<file path="src/rtl/int_to_float_pipe.sv">
// Purpose: converts an IN_W-bit (un)signed integer to a sign / MAN_W mantissa / EXP_W exponent float (value = M * 2^E).
// Latency: 2 cycles (input register stage, then output register stage); 1 word/cycle throughput.
// Backpressure: valid/ready, bubbles collapse; in_ready is combinational from out_ready. Optional macro INT2FLOAT_ROUND_NEAREST_EN.
`timescale 1ns/1ps

module int_to_float_pipe #(
    parameter int IN_W   = 11,
    parameter int MAN_W  = 4,
    parameter int EXP_W  = 3,
    parameter int SIGNED = 0
) (
    input  logic             clk,
    input  logic             rst_n,
    input  logic             in_valid,
    output logic             in_ready,
    input  logic [IN_W-1:0]  in_data,
    output logic             out_valid,
    input  logic             out_ready,
    output logic             out_sign,
    output logic [MAN_W-1:0] out_man,
    output logic [EXP_W-1:0] out_exp,
    output logic             out_zero,
    output logic             out_ovf
);

    localparam int P_W = (IN_W > 1) ? $clog2(IN_W) : 1;

    // The exponent must be able to reach the largest shift an IN_W-bit input can need.
    generate
        if (IN_W > MAN_W + (1 << EXP_W) - 1) begin : g_bad_widths
            $error("int_to_float_pipe: IN_W too large for MAN_W/EXP_W");
        end
    endgenerate

    logic             s1_valid;
    logic [IN_W-1:0]  s1_mag;
    logic             s1_sign;
    logic [P_W-1:0]   s1_p;
    logic             s1_load;
    logic             s2_load;

    logic             in_neg;
    logic [IN_W-1:0]  mag_nx;
    logic [P_W-1:0]   lead_p;

    logic [EXP_W-1:0] e_base;
    logic [MAN_W-1:0] m_trunc;
    logic [MAN_W-1:0] man_nx;
    logic [EXP_W-1:0] exp_nx;
    logic             ovf_nx;
    logic             zero_nx;

    // Output stage frees up when empty or drained; input stage when empty or moving forward.
    assign s2_load  = !out_valid || out_ready;
    assign s1_load  = !s1_valid || s2_load;
    assign in_ready = s1_load;

    // Magnitude and leading-one position of the incoming word.
    always_comb begin
        in_neg = (SIGNED != 0) && in_data[IN_W-1];
        mag_nx = in_neg ? (~in_data + IN_W'(1)) : in_data;
        lead_p = '0;
        for (int i = 0; i < IN_W; i++) begin
            if (mag_nx[i]) begin
                lead_p = P_W'(i);
            end
        end
    end

    // Stage 1 register: magnitude, sign, leading-one index.
    always_ff @(posedge clk or negedge rst_n) begin
        if (!rst_n) begin
            s1_valid <= 1'b0;
            s1_mag   <= '0;
            s1_sign  <= 1'b0;
            s1_p     <= '0;
        end else if (s1_load) begin
            s1_valid <= in_valid;
            if (in_valid) begin
                s1_mag  <= mag_nx;
                s1_sign <= in_neg;
                s1_p    <= lead_p;
            end
        end
    end

`ifdef INT2FLOAT_ROUND_NEAREST_EN
    logic [IN_W-1:0]  rmask;
    logic             round_bit;
    logic             sticky;
    logic [MAN_W:0]   m_inc;
    logic [EXP_W:0]   e_inc;
`endif

    // Normalise: shift so the leading one lands in the mantissa MSB, optionally round.
    always_comb begin
        e_base = '0;
        if (int'(s1_p) > MAN_W - 1) begin
            e_base = EXP_W'(int'(s1_p) - (MAN_W - 1));
        end
        m_trunc = MAN_W'(s1_mag >> e_base);
        man_nx  = m_trunc;
        exp_nx  = e_base;
        ovf_nx  = 1'b0;
        zero_nx = (s1_mag == '0);
`ifdef INT2FLOAT_ROUND_NEAREST_EN
        rmask     = '0;
        round_bit = 1'b0;
        sticky    = 1'b0;
        m_inc     = '0;
        e_inc     = '0;
        if (e_base != '0) begin
            rmask     = IN_W'(1) << (e_base - EXP_W'(1));
            round_bit = |(s1_mag & rmask);
            sticky    = |(s1_mag & (rmask - IN_W'(1)));
        end
        if (round_bit && (sticky || m_trunc[0])) begin
            m_inc = {1'b0, m_trunc} + (MAN_W+1)'(1);
            if (m_inc[MAN_W]) begin
                // Mantissa carried out: renormalise, and saturate if the exponent overflows.
                man_nx = MAN_W'(1) << (MAN_W - 1);
                e_inc  = {1'b0, e_base} + (EXP_W+1)'(1);
                if (e_inc[EXP_W]) begin
                    man_nx = '1;
                    exp_nx = '1;
                    ovf_nx = 1'b1;
                end else begin
                    exp_nx = e_inc[EXP_W-1:0];
                end
            end else begin
                man_nx = m_inc[MAN_W-1:0];
            end
        end
`endif
    end

    // Stage 2 register: the visible outputs, held while stalled.
    always_ff @(posedge clk or negedge rst_n) begin
        if (!rst_n) begin
            out_valid <= 1'b0;
            out_sign  <= 1'b0;
            out_man   <= '0;
            out_exp   <= '0;
            out_zero  <= 1'b0;
            out_ovf   <= 1'b0;
        end else if (s2_load) begin
            out_valid <= s1_valid;
            if (s1_valid) begin
                out_sign <= s1_sign;
                out_man  <= man_nx;
                out_exp  <= exp_nx;
                out_zero <= zero_nx;
                out_ovf  <= ovf_nx;
            end
        end
    end

endmodule

</file>
<file path="config.mk">
export PLATFORM = sky130hd
export DESIGN_NAME = int_to_float_pipe
export DESIGN_NICKNAME = d
export VERILOG_FILES = /design/src/rtl/int_to_float_pipe.sv
export SDC_FILE = /design/constraint.sdc
export NUM_CORES = 1
export LEC_CHECK = 0
export BUFFER_PORTS_ARGS = -buffer_cell sky130_fd_sc_hd__buf_2
export CAP_MARGIN = 0
export CORE_ASPECT_RATIO = 0.8
export CORE_MARGIN = 2
export CORE_UTILIZATION = 50
export DETAILED_ROUTE_END_ITERATION = 16
export GPL_TIMING_DRIVEN = 1
export PLACE_DENSITY = 0.85
export RECOVER_POWER = 25
export SYNTH_ARGS = -nofsm -noshare
export SYNTH_HDL_FRONTEND = slang
export SYNTH_SLANG_ARGS = --single-unit
</file>
<file path="constraint.sdc">
create_clock -name clk -period 2.28 [get_ports clk]
set_clock_uncertainty 0.05 [all_clocks]
set_input_delay 0.456 -clock clk [delete_from_list [all_inputs] [get_ports clk]]
set_output_delay 0.456 -clock clk [all_outputs]
set_load 0.02 [all_outputs]
</file>
-- Yosys cells after proc, flatten, opt, wreduce, memory -nomap -nowiden
Cells that the tools add are included.
- reductions and logical operators: 7
- muxes and demuxes: 11
- add/sub/neg operators: 1
- $lt $le $gt $ge: 1
- shift-type cells: 1
- operators with widths (kind ; number):
    4-bit two-way mux ; 7
    11-bit logical NOT ; 1
    11-bit by 3-bit >> shifter with 4-bit output ; 1
    4-bit by 2-bit greater-than comparator with 1-bit output, second input constant ; 1
    2-bit two-way mux ; 2
    2-bit AND reduction ; 2
    3-bit two-way mux ; 1
    3-bit by 2-bit subtractor with 3-bit output, second input constant ; 1
    1-bit logical NOT ; 2
    1-bit logical OR ; 2
    1-bit two-way mux ; 1
- logic and storage cells: 28
- register bits after elaboration: 25
- input port bits: 15
- output and inout port bits: 12

-- Longest topological paths before layout
Gate-level depths: netlist of the first run.
- depth after elaboration: 10
- mapped depth: 7
- mapped depth without buffers: 6

-- Worst setup path before layout of the first run
OpenSTA, ideal clock, no wires.
- path kind: reg-to-reg
- from: register s1_p[0]
- to: register out_man[0]
- stages on the path, launching flop included: 8
- library setup time: 0.122 ns
- slack: 0.454 ns
- buffers on the path: 1
- period minus slack after synthesis: 1.826 ns
- arrival: 1.654 ns
- cell sequence: dfrtp_1 ha_1 o21ai_0 buf_4 mux2i_1 mux2i_1 a41oi_1 nand2_1
- word-level cells in the longest chain between the ends: 3
- elaborated cells on any way between the ends: 4
- classes of those cells: add/sub (1); order compare (1); shift (1); mux (1)
- RTL lines (item ; RTL line ; source):
    start, declared ; 38 ; logic [P_W-1:0] s1_p;
    start signal, assigned ; 82 ; s1_p <= lead_p;
    4-bit by 2-bit greater-than comparator with 1-bit output or 3-bit by 2-bit subtractor with 3-bit output (tied branches) ; 98, 99 ;
    3-bit two-way mux * ; 98 ; if (int'(s1_p) > MAN_W - 1) begin
    11-bit by 3-bit >> shifter with 4-bit output * ; 101 ; m_trunc = MAN_W'(s1_mag >> e_base);
    end signal, assigned ; 150 ; out_man <= man_nx;
    end, declared ; 20 ; output logic [MAN_W-1:0] out_man,
Mark *: on every way between the ends. The rest lies on a longest branch, timed or not.
A chain may end at the register's enable or synchronous reset.

-- Final worst setup path of the first run
Same ends and word-level chain as after synthesis.

==> results.toml, run 1 <==
[worst_setup_path]
critPathKind = "flop to flop"
rr_worst_depth = 7
arrival_ps = 2180
worstSetupStartpointType = "flop"
reg2reg_slack_ps = 280
r2r-end = "out_man[0]"
critPathMaxFanout = 7
required_ps = 2450
critPathCaptureType = "flop"
rr_startpoint = "s1_p[0]"

[drt]
vias = 1008
avgRoutedWirePerCell_um = 13.7
drtAntennaViolNets = 0
wirelength_um = 2550
drt_iter0_markers = 48
via_per_inst = 5.42
drc = 0
dr.pass1.iters = 4

[power]
ir_worst_vdd_mv = 0.389
clkPwrFrac_pct = 16.9
sw_frac_of_total_pct = 36.4
p_comb_share_pct = 34.5
leakagePower_nw = 0.707
p_switching_uw = 445
power.internal_uw = 776
seq_power_share_pct = 48.6
p_per_area_nw_per_um2 = 821

[clock_tree]
htree_levels = 1
clock-sinks = 25
numCtsBuffers = 3
cts_buffer_depth = 2
cts_tree = "done"
clock-root-buffer = "clkbuf_4"
path_clk_slew_ps = 140
holdBufCountCts = 0
clk_latency_ps = 330

[job]
maxCapViolCount = 0

[min_path]
holdPathStages = 2
min_from = "in_valid"
min_to = "s1_valid"
hp-class = "input port to flop"

[timing]
relSlewSlack_pct = 14.1
fin_setup_tns_ps = 0
fmax_mhz = 499
timing.final.setup_violations = 0
setup_ws_ps = 278
fin_crit_ps = 2000
post-route-period-util_pct = 87.8
finalHoldViolations = 0
hold_slack_ps = 275
drv_slew = 0
grt_setup_unrepaired = "false"
worst_slew_pin_slew_ps = 1290

[grt]
antenna_found_initial = 0
grt_pass1_vias = 928
overflow = 0
track_usage_pct = 19.1
grt_pass1_wl_um = 4310
grt_max_degree = 26

[final_layout]
layout_commonest_cell = "dfrtp_1"
most-common-layout-cells = "dfrtp_1, buf_2, nand2_1"
syn_to_final_growth_pct = 13.7
post-route-util_pct = 60.4
final_nets = 167
drive_above_1_share_pct = 28.0
nFillCells = 216
insertedDiodeCount = 0

[floorplan]
dieArea_um2 = 3050
io_pins = 27
rows = 16
initial_utilization_pct = 53.2
die_h_um = 49.8
coreArea_um2 = 2460
die_x_um = 61.2

[logic_synthesis]
netlist_area_um2 = 1310
synthTopCellsByArea = "dfrtp_1, mux2i_1, mux2_2"
yosysWarnings = 0
yosysSeqAreaShare_pct = 47.8
syn_inst = 125
avgSynthCellArea_um2 = 10.5
yosys.area.top_type = "dfrtp_1"
yosysTopAreaCellShare_pct = 47.8
synth_cell_types = 29
synth_seq_cells = 25

[run_status]
outcome = "completed"

[placement]
place_congestion = 0.877
portBuffers = 24
pre_cts_slack_ps = 106
dpl.hpwl_um = 1980
-- metrics by stage --
step	cell area (um^2)	std cells	total power, mW
floorplan	1310	126	0.895
global placement	1460	182	1.00
detailed placement	1460	182	1.02
CTS	1490	186	1.23
global route	1490	186	1.31
finish	1490	186	1.22
-- how the worst max path moves through the flow --
stage            start         end  depth (start not counted)
2_1_floorplan  s1_p[0]  out_man[0]                          7
3_3_place_gp   s1_p[0]  out_man[0]                          7
3_5_place_dp   s1_p[0]  out_man[2]                          7
6_report       s1_p[0]  out_man[0]                          7
4_1_cts        s1_p[0]  out_man[2]                          7
5_1_grt        s1_p[0]  out_man[2]                          7
-- power groups by stage --
stage	clock (mW)	combinational [mW]	sequential (mW)
floorplan	0	0.254	0.641
global placement	0	0.406	0.596
detailed placement	0	0.421	0.602
CTS	0.212	0.423	0.592
global route	0.236	0.470	0.605
finish	0.206	0.421	0.593
-- cell usage after synthesis --
library cell,number
a211oi_1,5
nand3_1,1
o21ai_0,14
buf_4,3
nand2b_1,3
and2b_1,2
a41oi_1,1
nor2_1,3
nor3b_1,3
mux2_2,9
o41ai_1,1
o21bai_1,2
a21oi_2,1
o31ai_1,1
nor3_1,2
nand3b_1,1
nand2_1,16
inv_1,2
buf_6,1
ha_1,1
nor4_1,2
or3_1,1
mux2i_1,12
conb_1,1
mux4_2,1
a21oi_1,7
o211a_1,1
clkbuf_1,3
dfrtp_1,25
-- cell type report --
class                   count  area, um^2  area share [%]
clock buffers               3        22.5            1.51
clock inverters             1        7.51           0.505
inverters                   2        7.51           0.505
multi-input cells          92         638            42.9
flip-flops and latches     25         626            42.1
well taps                  36        45.0            3.03
repair buffers             27         141            9.50
-- worst max-delay path, cell delays in order, from the launching register on --
cell and delay (ps):
dfrtp_1 480, ha_1 350, o21ai_2 150, buf_4 220
mux2i_1 240, mux2i_1 110, a41oi_1 220, nand2_1 70
-- layer usage --
layer / global-route usage, % / routed length (um)
met1: 25.7 / 1210
met4: 6.52 / 32
met5: 0 / 0
met3: 4.72 / 139
met2: 29.6 / 1170
-- cell families after synthesis --
kind of cell | share of synthesized area, %
multiplexers | 18.6
AO/OA/AOI/OAI | 15.4
other | 0.287
adder cells (fa/ha/maj) | 0.956
buffers and inverters | 4.02
AND/OR/NAND/NOR | 12.9
flip-flops | 47.8
-- what timing repair did --
action                                  in CTS  in global routing
buffers inserted                             0                  0
resized for setup                            0                  2
endpoints found under the setup margin       0                  4
-- sequential cells by signal (all words and copies together), names as in the netlist --
register / count
s1_valid: 1
out_man: 4
out_valid: 1
out_exp: 3
s1_mag: 11
s1_p: 4
out_zero: 1
Power figures use the tool's default switching activity.
==> inputs of run 2 (changes only) <==
==> constraint.sdc (replaced) <==
create_clock -name clk -period 2.28 [get_ports clk]
set_clock_uncertainty 0.05 [all_clocks]
set_input_delay 0.342 -clock clk [delete_from_list [all_inputs] [get_ports clk]]
set_output_delay 0.342 -clock clk [all_outputs]
set_load 0.02 [all_outputs]
==> run 2 against run 1 <==
  * Setup slack got worse by 49 ps
  * Combinational power about the same
  * Critical path depth unchanged
  * Clock power about the same
  * Via count did not move
  * Die area did not move
  * Sequential power about the same
  * Non-clock buffer count unchanged
  * Register-to-register slack worse by 50 ps
  * Routed wire length up 2.5%
  * Highest routed layer unchanged
==> results.toml, run 2 (synthesized netlist as in run 1, its figures left out) <==
[clock_tree]
cts_buffer_depth = 2
path_clk_slew_ps = 140
numCtsBuffers = 3
clock-sinks = 25
post-cts-setup-buffers = 0
htree_levels = 1
clock-root-buffer = "clkbuf_4"
cts_tree = "done"
clk_latency_ps = 330

[timing]
fmax_mhz = 487
timing.final.setup_violations = 0
fin_setup_tns_ps = 0
grt_setup_unrepaired = "false"
relSlewSlack_pct = 11.6
finalHoldViolations = 0
drv_slew = 0
worst_slew_pin_slew_ps = 1330
hold_slack_ps = 162
post-route-period-util_pct = 90.0
fin_crit_ps = 2050

[grt]
antenna_found_initial = 0
grt_pass1_wl_um = 4330
grt_max_degree = 26
grt_pass1_vias = 957
overflow = 0
track_usage_pct = 19.2

[worst_setup_path]
required_ps = 2430
arrival_ps = 2200
critPathCaptureType = "flop"
critPathKind = "flop to flop"
worstSetupStartpointType = "flop"
startpoint = "s1_p[0]"
critPathMaxFanout = 7
r2r-end = "out_man[2]"
reg2reg_slack_ps = 230
rr_worst_depth = 7
rr_startpoint = "s1_p[0]"

[min_path]
min_to = "s1_valid"
hp-class = "input port to flop"
min_from = "in_valid"
holdPathStages = 2

[floorplan]
rows = 16
io_pins = 27
initial_utilization_pct = 53.2
dieArea_um2 = 3050
coreArea_um2 = 2460
die_x_um = 61.2
die_h_um = 49.8

[final_layout]
stdcell_count = 186
syn_to_final_growth_pct = 13.9
final_nets = 167
layout_commonest_cell = "dfrtp_1"
largest_register_ffs = 11
insertedDiodeCount = 0
largestRegisters = "s1_mag (11), out_man (4), s1_p (4)"
drive_above_1_share_pct = 27.3
largest-register = "s1_mag"
most-common-layout-cells = "dfrtp_1, buf_2, nand2_1"
multi_input_area_um2 = 638
nFillCells = 225
register_area_um2 = 626

[drt]
drtAntennaViolNets = 0
drc = 0
dr.pass1.iters = 5
wl_met2_um = 1190
dr_wl_met3_um = 160
avgRoutedWirePerCell_um = 14.0
met1_length_um = 1230
wirelength_um = 2610
vias = 1008
via_per_inst = 5.42
drt_iter0_markers = 28
top_layer = "met4"

[power]
p_per_area_nw_per_um2 = 819
p_total_mw = 1.22
leakagePower_nw = 0.707
ir_worst_vdd_mv = 0.446

[job]
maxCapViolCount = 0

[run_status]
outcome = "completed"

[placement]
place_congestion = 0.877
numPlacedInstances = 181
portBuffers = 24
-- run 2: per-layer routing --
layer	up-vias	global-route usage, %
met4	0	4.71
met2	36	30.7
met3	6	6.04
li1	500	-
met5	-	0
met1	466	25.1
-- run 2: area by class of cell --
type / count / share of cell area [%]
tap: 36 / 3.02
clock buffer: 3 / 1.51
inverter: 2 / 0.504
timing repair buffer: 27 / 9.66
multi-input combinational: 92 / 42.8
sequential: 25 / 42.0
clock inverter: 1 / 0.504
-- run 2: worst max-delay path, cell delays in order, from the launching register on --
cell	delay (ps)
dfrtp_1	480
ha_1	370
o21ai_2	150
buf_4	220
mux2i_1	260
mux2i_1	120
a21oi_1	190
o21ai_0	90
-- run 2: power by group --
part	switching, mW	total (mW)	internal (mW)
clock network	0.138	0.205	0.0673
logic	0.237	0.421	0.184
registers	0.0689	0.593	0.525
-- run 2: worst max path at each step --
stage,to,cells after the start
3_5_place_dp,out_man[2],7
2_1_floorplan,out_man[0],7
4_1_cts,out_man[2],7
6_report,out_man[2],7
5_1_grt,out_man[2],7
3_3_place_gp,out_man[0],7
-- run 2: metrics by stage --
step                area, um^2  utilization, %  setup slack [ps]
global placement          1450            58.8               266
floorplan                 1310               -               454
finish                    1490            60.5               229
CTS                       1490            60.4              37.3
detailed placement        1450            58.8              70.8
global route              1490            60.5               100
-- run 2: what timing repair did --
item / 4_1_cts / 5_1_grt
setup endpoints to repair: 0 / 4
resized for setup: 0 / 2
hold buffers: 1 / 0
endpoints found under the hold margin: 25 / 0
==> inputs of run 3 (changes only) <==
==> config.mk (replaced) <==
export PLATFORM = sky130hd
export DESIGN_NAME = int_to_float_pipe
export DESIGN_NICKNAME = d
export VERILOG_FILES = /design/src/rtl/int_to_float_pipe.sv
export SDC_FILE = /design/constraint.sdc
export NUM_CORES = 1
export LEC_CHECK = 0
export CAP_MARGIN = 0
export CORE_ASPECT_RATIO = 1.5
export CORE_MARGIN = 3
export CORE_UTILIZATION = 50
export DETAILED_ROUTE_END_ITERATION = 16
export DONT_BUFFER_PORTS = 1
export GPL_TIMING_DRIVEN = 1
export PLACE_DENSITY = 0.76
export RECOVER_POWER = 25
export SYNTH_ARGS = -nofsm -noshare
export SYNTH_HDL_FRONTEND = slang
export SYNTH_SLANG_ARGS = --single-unit
==> run 3 against run 2 <==
  * Cell count shrank 19%
  * Setup slack improved by 99 ps
  * Critical path depth is the same
  * Design area is 9.5% lower
  * Die area is 7.7% higher
  * Total power fell by 6.8%
  * Register-to-register slack better by 99 ps
  * Sequential power increased by 10%
  * Core utilization decreased by 6.1 points
  * Routed wire length is 10% lower
  * Critical path type unchanged
  * Largest cell class unchanged
==> results.toml, run 3 (synthesized netlist as in run 1, its figures left out) <==
[worst_setup_path]
cpPeakStageDelay_ps = 460
arrival_ps = 2120
critPathCaptureType = "flop"
startpoint = "s1_p[0]"
critPathKind = "flop to flop"
rr_startpoint = "s1_p[0]"
cp_cell_sequence = "ha_1, o21ai_0, buf_4, mux2i_1, mux2i_1, a41oi_1, nand2_1"
worstSetupStartpointType = "flop"
critPathMaxFanout = 11
worst_path_max_delay_cell = "dfrtp_1"
cpMostUsedCell = "mux2i_1"
required_ps = 2450

[clock_tree]
cts_buffer_depth = 2
clock-root-buffer = "clkbuf_4"
clk_latency_ps = 310
numCtsBuffers = 3
htree_levels = 1
cts_tree = "done"
path_clk_slew_ps = 120
post-cts-setup-buffers = 0
clock-sinks = 25

[drt]
wirelength_um = 2350
drc = 0
via_per_inst = 5.94
avgRoutedWirePerCell_um = 15.5
drt_iter0_markers = 14
dr.pass1.iters = 4
drtAntennaViolNets = 0
vias = 897

[final_layout]
largest-register = "s1_mag"
final_cell_area_um2 = 1350
drive_above_1_share_pct = 11.8
stdcell_count = 151
layout_commonest_cell = "dfrtp_1"
largestRegisters = "s1_mag (11), out_man (4), s1_p (4)"
insertedDiodeCount = 0
final_nets = 144
syn_to_final_growth_pct = 3.06
most-common-layout-cells = "dfrtp_1, nand2_1, o21ai_0"
largest_register_ffs = 11

[floorplan]
initial_utilization_pct = 52.8
io_pins = 27
die_x_um = 47.8
dieArea_um2 = 3280
rows = 22
coreArea_um2 = 2480
die_h_um = 68.7

[timing]
timing.final.setup_violations = 0
grt_setup_unrepaired = "false"
worst_slew_pin_slew_ps = 1100
drv_slew = 0
fin_crit_ps = 1950
finalHoldViolations = 0
setup_ws_ps = 328
post-route-period-util_pct = 85.6
relSlewSlack_pct = 26.5
fmax_mhz = 512
fin_setup_tns_ps = 0

[power]
p_per_area_nw_per_um2 = 843
leakagePower_nw = 0.612
p_switching_uw = 401
clkPwrFrac_pct = 16.9
seq_power_share_pct = 57.6
power.internal_uw = 736
sw_frac_of_total_pct = 35.3
ir_worst_vdd_mv = 0.382
p_comb_share_pct = 25.5

[grt]
grt_pass1_vias = 937
grt_max_degree = 26
overflow = 0
track_usage_pct = 16.6
antenna_found_initial = 0
grt_pass1_wl_um = 3980

[placement]
placed_cell_area_um2 = 1320
dpl.hpwl_um = 1830
numPlacedInstances = 146
pre_cts_slack_ps = 323
place_congestion = 0.818
portBuffers = 0

[min_path]
min_from = "in_valid"
hp-class = "input port to flop"

[job]
maxCapViolCount = 0

[run_status]
outcome = "completed"
[run 3: cell count changes in the layout (fill, tap and decap cells not counted)]
cell / change
a21oi_2: -1
a21oi_1: +1
buf_2: -23
o21ai_2: -1
o21ai_0: +1
clkinvlp_4: -1
clkbuf_1: +1
[run 3: final timing paths]
path / to / slack, ps / depth (start not counted)
setup / recovery: out_man[0] / 330 / 7
hold / removal: s1_valid / 90 / 1
setup reg to reg: out_man[0] / 330 / 7
hold reg to reg: s1_p[1] / 460 / 2
max in group asynchronous: s1_mag[1] / 910 / 1
min in group asynchronous: out_exp[2] / 620 / 1
[run 3: power groups by stage]
stage | Sequential, mW | Combinational [mW] | Clock [mW]
2_1_floorplan | 0.641 | 0.254 | 0
3_3_place_gp | 0.661 | 0.276 | 0
3_5_place_dp | 0.666 | 0.286 | 0
4_1_cts | 0.656 | 0.296 | 0.201
5_1_grt | 0.670 | 0.329 | 0.223
6_report | 0.655 | 0.290 | 0.192
[run 3: per-stage QoR]
step | power (mW) | hold WS, ps | utilization, %
after floorplan | 0.895 | -3.59 | -
after global placement | 0.937 | -2.97 | 53.3
after detailed placement | 0.952 | -2.91 | 53.3
after CTS | 1.15 | 85.1 | 54.7
after global routing | 1.22 | 69.1 | 54.4
final | 1.14 | 90.4 | 54.4
[run 3: final cells by class]
cell class,instances,area (um^2)
clock buffer,4,26.3
sequential,25,626
multi-input combinational,92,631
tap,24,30.0
timing repair buffer,4,28.8
inverter,2,7.51
fill,223,1130
[run 3: per-layer routing]
layer | global-route usage, % | wire [um]
met4 | 6.40 | 31
met2 | 27.8 | 1220
met1 | 19.8 | 970
met5 | 0 | 0
met3 | 4.16 | 123
[run 3: timing repair]
action                    in CTS  in global routing
hold buffers                   1                  0
hold endpoints to repair      25                  0
gates resized for setup        0                  0
[run 3: worst max-delay path: cells and delay by family (launching register included)]
family          cells  cell delay, ps
simple gates        1              70
mux                 2             360
fa+ha+maj           1             340
compound gates      2             330
buf+inv             1             240
flops               1             460
